--- src/rtl/pool_pkg.sv ---
`default_nettype none
// ============================================================================
// Module      : pool_pkg
// Description : Shared defaults and helpers for the 2x2 pooling engine.
//               Holds the default element width, channel parallelism and
//               counter width, plus the bit-offset helper that locates one
//               element inside the packed feature block.
// Revision    : 1.0  initial release
// ============================================================================
package pool_pkg;

  localparam int POOL_DATA_W = 16;
  localparam int POOL_PAR_CH = 4;
  localparam int POOL_CNT_W  = 8;

  // LSB position of element (lane, row, col) in the packed 2x2 feature block.
  // Each lane owns four consecutive elements, ordered row-major.
  function automatic int lane_lsb(input int data_w, input int lane,
                                  input int row, input int col);
    return data_w * (lane * 4 + row * 2 + col);
  endfunction

endpackage
`default_nettype wire

--- src/rtl/pool_reduce4.sv ---
`default_nettype none
// ============================================================================
// Module      : pool_reduce4
// Description : Combinational reduction of one 2x2 window (four signed
//               elements) to a single pooled value.
//               Macro POOL_AVG_EN: defined   -> average pooling
//                                  undefined -> max pooling (default)
// Ports       : blk_i  four packed signed elements, element i at
//                      [DATA_W*i +: DATA_W] (i = row*2 + col)
//               res_o  pooled result
// Revision    : 1.0  initial release
// ============================================================================
module pool_reduce4
  import pool_pkg::*;
#(
  parameter int DATA_W = POOL_DATA_W
) (
  input  logic [4*DATA_W-1:0] blk_i,
  output logic [DATA_W-1:0]   res_o
);

  logic signed [DATA_W-1:0] w_e [4];

  for (genvar i = 0; i < 4; i++) begin : g_elem
    assign w_e[i] = blk_i[lane_lsb(DATA_W, 0, i / 2, i % 2) +: DATA_W];
  end

`ifdef POOL_AVG_EN
  // Two guard bits keep the four-way sum exact; dropping the two LSBs is the
  // arithmetic shift by 2, and keeping DATA_W bits above them is the truncation.
  logic signed [DATA_W+1:0] w_sum;

  assign w_sum = {{2{w_e[0][DATA_W-1]}}, w_e[0]}
               + {{2{w_e[1][DATA_W-1]}}, w_e[1]}
               + {{2{w_e[2][DATA_W-1]}}, w_e[2]}
               + {{2{w_e[3][DATA_W-1]}}, w_e[3]};
  assign res_o = w_sum[DATA_W+1:2];
`else
  logic signed [DATA_W-1:0] w_max01;
  logic signed [DATA_W-1:0] w_max23;

  assign w_max01 = (w_e[0] > w_e[1]) ? w_e[0] : w_e[1];
  assign w_max23 = (w_e[2] > w_e[3]) ? w_e[2] : w_e[3];
  assign res_o   = (w_max01 > w_max23) ? w_max01 : w_max23;
`endif

endmodule
`default_nettype wire

--- src/rtl/pool2x2_engine.sv ---
`default_nettype none
// ============================================================================
// Module      : pool2x2_engine
// Description : 2x2 / stride-2 pooling engine over an in_size x in_size map,
//               PAR_CH channels per cycle. Registered window/channel
//               addresses drive an external buffer which returns the 2x2 block
//               combinationally; one pooled value per lane is registered on
//               every enabled edge.
//               Macro POOL_AVG_EN selects average pooling (default: max).
// Ports       : clk, rst         clock, asynchronous active-high reset
//               en               advance enable (low = hold everything)
//               in_size          map height/width
//               channel_num      total channel count
//               infeature_block  2x2 block per lane from the buffer
//               outfeature       pooled result per lane
//               inh, inw         top-left corner of the current window
//               channel_sel      base channel of the current group
//               channel_done     pulse with the last output of a group
//               done             sticky completion flag
//               out_valid        outfeature updated on this edge
// Revision    : 1.0  initial release
// ============================================================================
module pool2x2_engine
  import pool_pkg::*;
#(
  parameter int DATA_W = POOL_DATA_W,
  parameter int PAR_CH = POOL_PAR_CH,
  parameter int CNT_W  = POOL_CNT_W
) (
  input  logic                     clk,
  input  logic                     rst,
  input  logic                     en,
  input  logic [CNT_W-1:0]         in_size,
  input  logic [CNT_W-1:0]         channel_num,
  input  logic [PAR_CH*4*DATA_W-1:0] infeature_block,
  output logic [PAR_CH*DATA_W-1:0] outfeature,
  output logic [CNT_W-1:0]         inh,
  output logic [CNT_W-1:0]         inw,
  output logic [CNT_W-1:0]         channel_sel,
  output logic                     channel_done,
  output logic                     done,
  output logic                     out_valid
);

  logic [CNT_W-1:0]         inh_q, inh_d;
  logic [CNT_W-1:0]         inw_q, inw_d;
  logic [CNT_W-1:0]         sel_q, sel_d;
  logic [PAR_CH*DATA_W-1:0] out_q, out_d;
  logic                     valid_q, valid_d;
  logic                     cdone_q, cdone_d;
  logic                     done_q, done_d;

  logic [PAR_CH*DATA_W-1:0] w_res;
  logic [CNT_W:0]           w_inw_far;
  logic [CNT_W:0]           w_inh_far;
  logic [CNT_W:0]           w_sel_far;
  logic                     w_end_row;
  logic                     w_end_map;
  logic                     w_last_grp;
  logic                     w_degen;

  for (genvar c = 0; c < PAR_CH; c++) begin : g_lane
    pool_reduce4 #(
      .DATA_W (DATA_W)
    ) u_reduce (
      .blk_i (infeature_block[lane_lsb(DATA_W, c, 0, 0) +: 4*DATA_W]),
      .res_o (w_res[c*DATA_W +: DATA_W])
    );
  end

  // "pos + 2 > in_size - 2" is evaluated as "pos + 4 > in_size" one bit wider,
  // so it cannot underflow and handles odd sizes by flooring.
  assign w_inw_far  = {1'b0, inw_q} + (CNT_W+1)'(4);
  assign w_inh_far  = {1'b0, inh_q} + (CNT_W+1)'(4);
  assign w_sel_far  = {1'b0, sel_q} + (CNT_W+1)'(PAR_CH);
  assign w_end_row  = w_inw_far > {1'b0, in_size};
  assign w_end_map  = w_inh_far > {1'b0, in_size};
  assign w_last_grp = w_sel_far >= {1'b0, channel_num};
  // No window exists at all: finish without producing output.
  assign w_degen    = (in_size < CNT_W'(2)) || (channel_num == '0);

  always_comb begin
    inh_d   = inh_q;
    inw_d   = inw_q;
    sel_d   = sel_q;
    out_d   = out_q;
    valid_d = 1'b0;
    cdone_d = 1'b0;
    done_d  = done_q;
    if (en && !done_q) begin
      if (w_degen) begin
        done_d = 1'b1;
      end else begin
        out_d   = w_res;
        valid_d = 1'b1;
        if (!w_end_row) begin
          inw_d = inw_q + CNT_W'(2);
        end else begin
          inw_d = '0;
          if (!w_end_map) begin
            inh_d = inh_q + CNT_W'(2);
          end else begin
            inh_d   = '0;
            cdone_d = 1'b1;
            // The final group leaves channel_sel on its base channel.
            if (w_last_grp) begin
              done_d = 1'b1;
            end else begin
              sel_d = sel_q + CNT_W'(PAR_CH);
            end
          end
        end
      end
    end
  end

  always_ff @(posedge clk or posedge rst) begin
    if (rst) begin
      inh_q   <= '0;
      inw_q   <= '0;
      sel_q   <= '0;
      out_q   <= '0;
      valid_q <= 1'b0;
      cdone_q <= 1'b0;
      done_q  <= 1'b0;
    end else begin
      inh_q   <= inh_d;
      inw_q   <= inw_d;
      sel_q   <= sel_d;
      out_q   <= out_d;
      valid_q <= valid_d;
      cdone_q <= cdone_d;
      done_q  <= done_d;
    end
  end

  assign outfeature   = out_q;
  assign inh          = inh_q;
  assign inw          = inw_q;
  assign channel_sel  = sel_q;
  assign channel_done = cdone_q;
  assign done         = done_q;
  assign out_valid    = valid_q;

endmodule
`default_nettype wire

--- config.mk ---
export PLATFORM = sky130hd
export DESIGN_NAME = pool2x2_engine
export DESIGN_NICKNAME = d
export VERILOG_FILES = /design/src/rtl/pool_pkg.sv /design/src/rtl/pool_reduce4.sv /design/src/rtl/pool2x2_engine.sv
export SDC_FILE = /design/constraint.sdc
export NUM_CORES = 1
export LEC_CHECK = 0
export CORE_UTILIZATION = 48
export CTS_CLUSTER_DIAMETER = 30
export CTS_CLUSTER_SIZE = 8
export DETAILED_ROUTE_END_ITERATION = 10
export PLACE_DENSITY = 0.86
export SETUP_SLACK_MARGIN = 0.2
export SYNTH_ARGS = -nofsm -noshare
export SYNTH_HDL_FRONTEND = slang
export SYNTH_SLANG_ARGS = --single-unit
--- constraint.sdc ---
create_clock -name clk -period 3.8 [get_ports clk]
set_clock_uncertainty 0.15 [all_clocks]
set_input_delay 0.57 -clock clk [delete_from_list [all_inputs] [get_ports clk]]
set_output_delay 0.57 -clock clk [all_outputs]
set_load 0.02 [all_outputs]
==> results.sh, run 1 <==
export IMPL_rows=55
export IMPL_start_util=0.4949
export IMPL_pin_count=366
export IMPL_fp_dieW_um=155.7
export IMPL_max_clock_path_buffers=2
export IMPL_finalWeightedCongestion=0.9556
export IMPL_ys_ff_latch=87
export IMPL_die_h_um=155.7
export IMPL_status="stopped before the end"
export IMPL_grt_max_degree=60
export IMPL_pre_cts_ws_ns=-1.694
export IMPL_overflow=14
export IMPL_ys_types=74
export IMPL_cts_sinks=87
export IMPL_seq_area_frac_synth=0.1920
export IMPL_ys_flop_type="dfrtp_1"
export IMPL_hold_buffers=0
export IMPL_avgSynthCellArea_um2=8.501
export IMPL_grt_pass1_wl_mm=121.2
export IMPL_synth_area_um2=11340
export IMPL_grt_use_total=0.6833
export IMPL_h_tree_depth=3
export IMPL_lastStage="5_1_grt"
export IMPL_ys_warn_count=0
export IMPL_stop_error="[ERROR GRT-0116] Global routing finished with congestion. Check the congestion regions in the DRC Viewer."
export IMPL_numCtsBuffers=9
export IMPL_grt_pass1_vias=19550
export IMPL_hpwl_mm=36.89
export IMPL_async_reset_ff_frac=1.000
export IMPL_netlist_instances=1334
export IMPL_synth_edf_count=0
export IMPL_port_buffers=361
export IMPL_clk_root_buffer_cell="clkbuf_16"
Yosys cell counts, types with 15 or more instances:
library cell	number	area [µm²]
ha_1	217	2715
inv_1	209	784.5
nand2_1	105	394.1
mux2i_1	99	991.0
dfrtp_1	87	2177
a21oi_1	70	350.3
nor2_1	57	214.0
a211oi_1	38	285.3
nand4_1	38	237.7
o21ai_0	38	190.2
o221ai_1	33	289.0
a21o_1	28	210.2
nand3_1	24	120.1
o211ai_1	23	172.7
clkbuf_1	21	78.83
mux2_2	18	202.7
nand2b_1	17	106.4
a32o_1	15	150.1
cell families after synthesis:
kind of cell             share of synthesized area
flip-flops                                  0.1920
AO/OA/AOI/OAI                               0.2091
adder cells (fa/ha/maj)                     0.2394
buffers and inverters                      0.09179
multiplexers                                0.1092
AND/OR/NAND/NOR                             0.1443
other                                    0.0003307
XOR/XNOR                                   0.01390
stage by stage:
| stage | cell area (µm²) | std cells | hold WS, ns |
|---|---|---|---|
| floorplan | 12480 | 1337 | 0.4285 |
| CTS | 21440 | 2399 | 0.3420 |
| detailed placement | 18760 | 2306 | 0.3231 |
| global placement | 18760 | 2306 | 0.3114 |
repair_timing:
| action | 4_1_cts |
|---|---|
| setup endpoints to repair | 64 |
| gates cloned | 6 |
| buffers inserted | 71 |
| pin swaps | 206 |
| resized for setup | 1250 |
routing by layer:
metal | global-route usage | overflow
met5 | 0.1180 | 0
met4 | 0.6872 | 5
met3 | 0.5033 | 0
met2 | 0.9075 | 9
met1 | 0.6594 | 0
==> inputs of run 2 (changes only) <==
- CORE_UTILIZATION: 48 -> 40
- CTS_CLUSTER_DIAMETER: 30 -> unset
- CTS_CLUSTER_SIZE: 8 -> unset
- PLACE_DENSITY: 0.86 -> unset
- PLACE_DENSITY_LB_ADDON: unset -> 0.15
- SETUP_SLACK_MARGIN: 0.2 -> unset
==> run 2 against run 1 <==
Effect of this change: the flow now finishes, with violations (negative setup slack); synthesized area stayed put; synthesized cell count stayed put.
==> results.sh, run 2 <==
export IMPL_hpwl_mm=34.88
export IMPL_worstPathCellList="clkdlybuf4s50_1, ha_4, a21oi_2, o21ai_2, a211oi_2, buf_4, mux2_4, mux2_2, ha_1, nand4_1, a2111oi_2, a311oi_2, mux2i_1, buf_4, or2_4, nand2_8, o211ai_1"
export IMPL_overflow=0
export IMPL_largest_reg_flops=64
export IMPL_violations="negative setup slack"
export IMPL_synth_adder_area_share=0.2394
export IMPL_ys_types=74
export IMPL_yosysTopAreaCellShare=0.2394
export IMPL_post_route_min_period_ns=4.814
export IMPL_cts_tree="done"
export IMPL_h_tree_depth=3
export IMPL_pin_count=366
export IMPL_crit_top_cell="buf_4"
export IMPL_pre_cts_ws_ns=-1.674
export IMPL_min_path_type="flop to flop"
export IMPL_grt_pass1_vias=14120
export IMPL_p_leak_nw=10.45
export IMPL_synth_simple_area_share=0.1443
export IMPL_p_total_w=0.008994
export IMPL_start_util=0.4071
export IMPL_fmax_mhz=207.7
export IMPL_synth_edf_count=0
export IMPL_rsz0062_at_grt="yes"
export IMPL_avgSynthCellArea_um2=8.501
export IMPL_power_density_nw_per_um2=400.6
export IMPL_status="finished with violations"
export IMPL_grt_max_degree=60
export IMPL_setup_slack_ns=-1.014
export IMPL_p_int_w=0.005088
export IMPL_seqCellArea_um2=2177
export IMPL_layout_drive_gt1_share=0.5279
export IMPL_synth_compound_gate_area_share=0.2091
export IMPL_final_cell_mix="buf_4 (396), inv_1 (121), clkdlybuf4s50_1 (115)"
export IMPL_hold_depth=2
export IMPL_antenna_found_initial=5
export IMPL_critPathMaxStageDelay_ns=0.54
export IMPL_seqPwrFrac=0.187
export IMPL_wl_per_cell_um=21.50
export IMPL_cp_end_kind="flop"
export IMPL_core_area_um2=27860
export IMPL_fp_dieW_um=170.4
export IMPL_crit_slowest_cell="clkdlybuf4s50_1"
export IMPL_area_growth_pct=98.00
export IMPL_hold_viol=0
export IMPL_num_vias=14440
export IMPL_final_core_util=0.8061
export IMPL_insertion_delay_ns=0.35
export IMPL_drv_slew=0
export IMPL_switching_power_w=0.003906
export IMPL_p_clk_frac=0.108
export IMPL_maxSlewHeadroom=0.4858
export IMPL_ys_warn_count=0
export IMPL_multi_input_area_um2=11560
export IMPL_clk_root_buffer_cell="clkbuf_16"
export IMPL_vias_per_cell=5.777
export IMPL_ys_flop_type="dfrtp_1"
export IMPL_fillers=1579
export IMPL_final_area_um2=22460
export IMPL_dieArea_um2=29030
export IMPL_async_reset_ff_frac=1.000
export IMPL_r2r_cells=12
export IMPL_final_nets=2605
export IMPL_grt_use_total=0.3172
export IMPL_totalWireLength_mm=53.73
export IMPL_synth_area_um2=11340
export IMPL_final_common_cell="buf_4"
export IMPL_cp_start_kind="input port"
export IMPL_grt_pass1_wl_mm=71.95
export IMPL_numCtsBuffers=9
export IMPL_netlist_top_cells_area="ha_1 (24%), dfrtp_1 (19%), mux2i_1 (8.7%)"
export IMPL_rows=61
export IMPL_worstPathArrival_ns=4.91
export IMPL_crit_fanout=8
export IMPL_p_sw_frac=0.4343
export IMPL_synth_xor_area_frac=0.01390
export IMPL_netlist_instances=1334
export IMPL_drtIter0Drc=834
export IMPL_synth_top_cell_by_area="ha_1"
export IMPL_dpl_instance_area_um2=18980
export IMPL_ir_worst_vdd_mv=0.3567
export IMPL_remaining_drc_errors=0
export IMPL_synth_mux_area_frac=0.1092
export IMPL_cts_sinks=87
export IMPL_hold_buffers=0
export IMPL_die_h_um=170.4
export IMPL_port_buffers=361
export IMPL_finalWeightedCongestion=0.8944
export IMPL_maxCapViolations=0
export IMPL_synth_top_family_by_area="adder cells"
export IMPL_ant_nets=0
export IMPL_setup_viol=64
export IMPL_yosys_top_cells_count="ha_1 (217), inv_1 (209), nand2_1 (105)"
export IMPL_seq_area_frac_synth=0.1920
export IMPL_critPathKind="input port to flop"
export IMPL_clk_pin_slew_ns=0.07
export IMPL_worstMarginPinSlew_ns=0.7713
export IMPL_ys_ff_latch=87
export IMPL_period_share=1.267
export IMPL_max_clock_path_buffers=2
export IMPL_yosysMostFrequentCell="ha_1"
export IMPL_drt_pass1_iterations=5
export IMPL_required_ns=3.90
export IMPL_pwr_share_comb=0.706
[run 2: cell counts after synthesis]
Identical to the previous run, type by type.
[run 2: layout make-up]
type                            count  area share
Multi-Input combinational cell   1000      0.5149
Timing Repair Buffer              806      0.3149
Sequential cell                    87     0.09695
Inverter                          209     0.03828
Tap cell                          378     0.02106
Clock buffer                        9     0.01003
Clock inverter                      5    0.003343
Antenna cell                        5   0.0005572
[run 2: path summary, 6_finish.rpt]
kind / end / slack [ns] / startpoint
hold reg to reg: outfeature[63]$_DFFE_PP0P_ / 0.34 / outfeature[63]$_DFFE_PP0P_
hold / removal: outfeature[63]$_DFFE_PP0P_ / 0.34 / outfeature[63]$_DFFE_PP0P_
max in group asynchronous: outfeature[2]$_DFFE_PP0P_ / 2.11 / rst
setup / recovery: outfeature[38]$_DFFE_PP0P_ / -1.01 / infeature_block[131]
setup reg to reg: channel_sel[3]$_DFFE_PP0P_ / 0.43 / inw[2]$_DFFE_PP0P_
min in group asynchronous: outfeature[15]$_DFFE_PP0P_ / 0.56 / rst
[run 2: layer usage]
layer / global-route usage / wire, µm / up-vias
met5: 0 / 12 / -
met4: 0.1273 / 3039 / 2
met3: 0.06465 / 4154 / 242
met2: 0.5820 / 27140 / 767
met1: 0.3557 / 19390 / 6963
li1: - / - / 6463
[run 2: critical path, delay by kind of cell]
family | cells | cell delay, ns
buffers and inverters | 3 | 0.87
multiplexers | 3 | 0.97
adder cells (fa/ha/maj) | 2 | 0.60
AO/OA/AOI/OAI | 6 | 1.38
AND/OR/NAND/NOR | 3 | 0.50
[run 2: kinds of logic after synthesis]
family / Yosys count
buffers and inverters: 253
DFF: 87
and+or+nand+nor: 319
AOI/OAI and AO/OA: 320
adders and majority gates: 217
muxes: 119
xor gates and xnor gates: 18
other: 1
[run 2: metrics by stage]
| step | hold slack, ns | std cells | setup TNS [ns] |
|---|---|---|---|
| global placement | 0.3102 | 2383 | -86.44 |
| finish | 0.3380 | 2499 | -44.82 |
| CTS | 0.3404 | 2449 | -35.10 |
| floorplan | 0.4285 | 1337 | -36.96 |
| detailed placement | 0.3210 | 2383 | -94.14 |
| global route | 0.3565 | 2496 | -51.42 |
[run 2: power groups by stage]
stage / clock network, W / registers [W] / logic, W
floorplan: 0 / 0.00208 / 0.00224
global placement: 0 / 0.00167 / 0.00493
detailed placement: 0 / 0.00168 / 0.00504
CTS: 0.000979 / 0.00167 / 0.00561
global route: 0.00101 / 0.00172 / 0.00671
finish: 0.000967 / 0.00168 / 0.00635
[run 2: repair_timing]
action / in CTS / in global routing
gates resized for setup: 861 / 393
pin swaps: 155 / 129
gates cloned: 9 / 2
endpoints found under the setup margin: 64 / 65
setup buffers: 46 / 47
No activity file was read; power rests on OpenSTA's default activity.
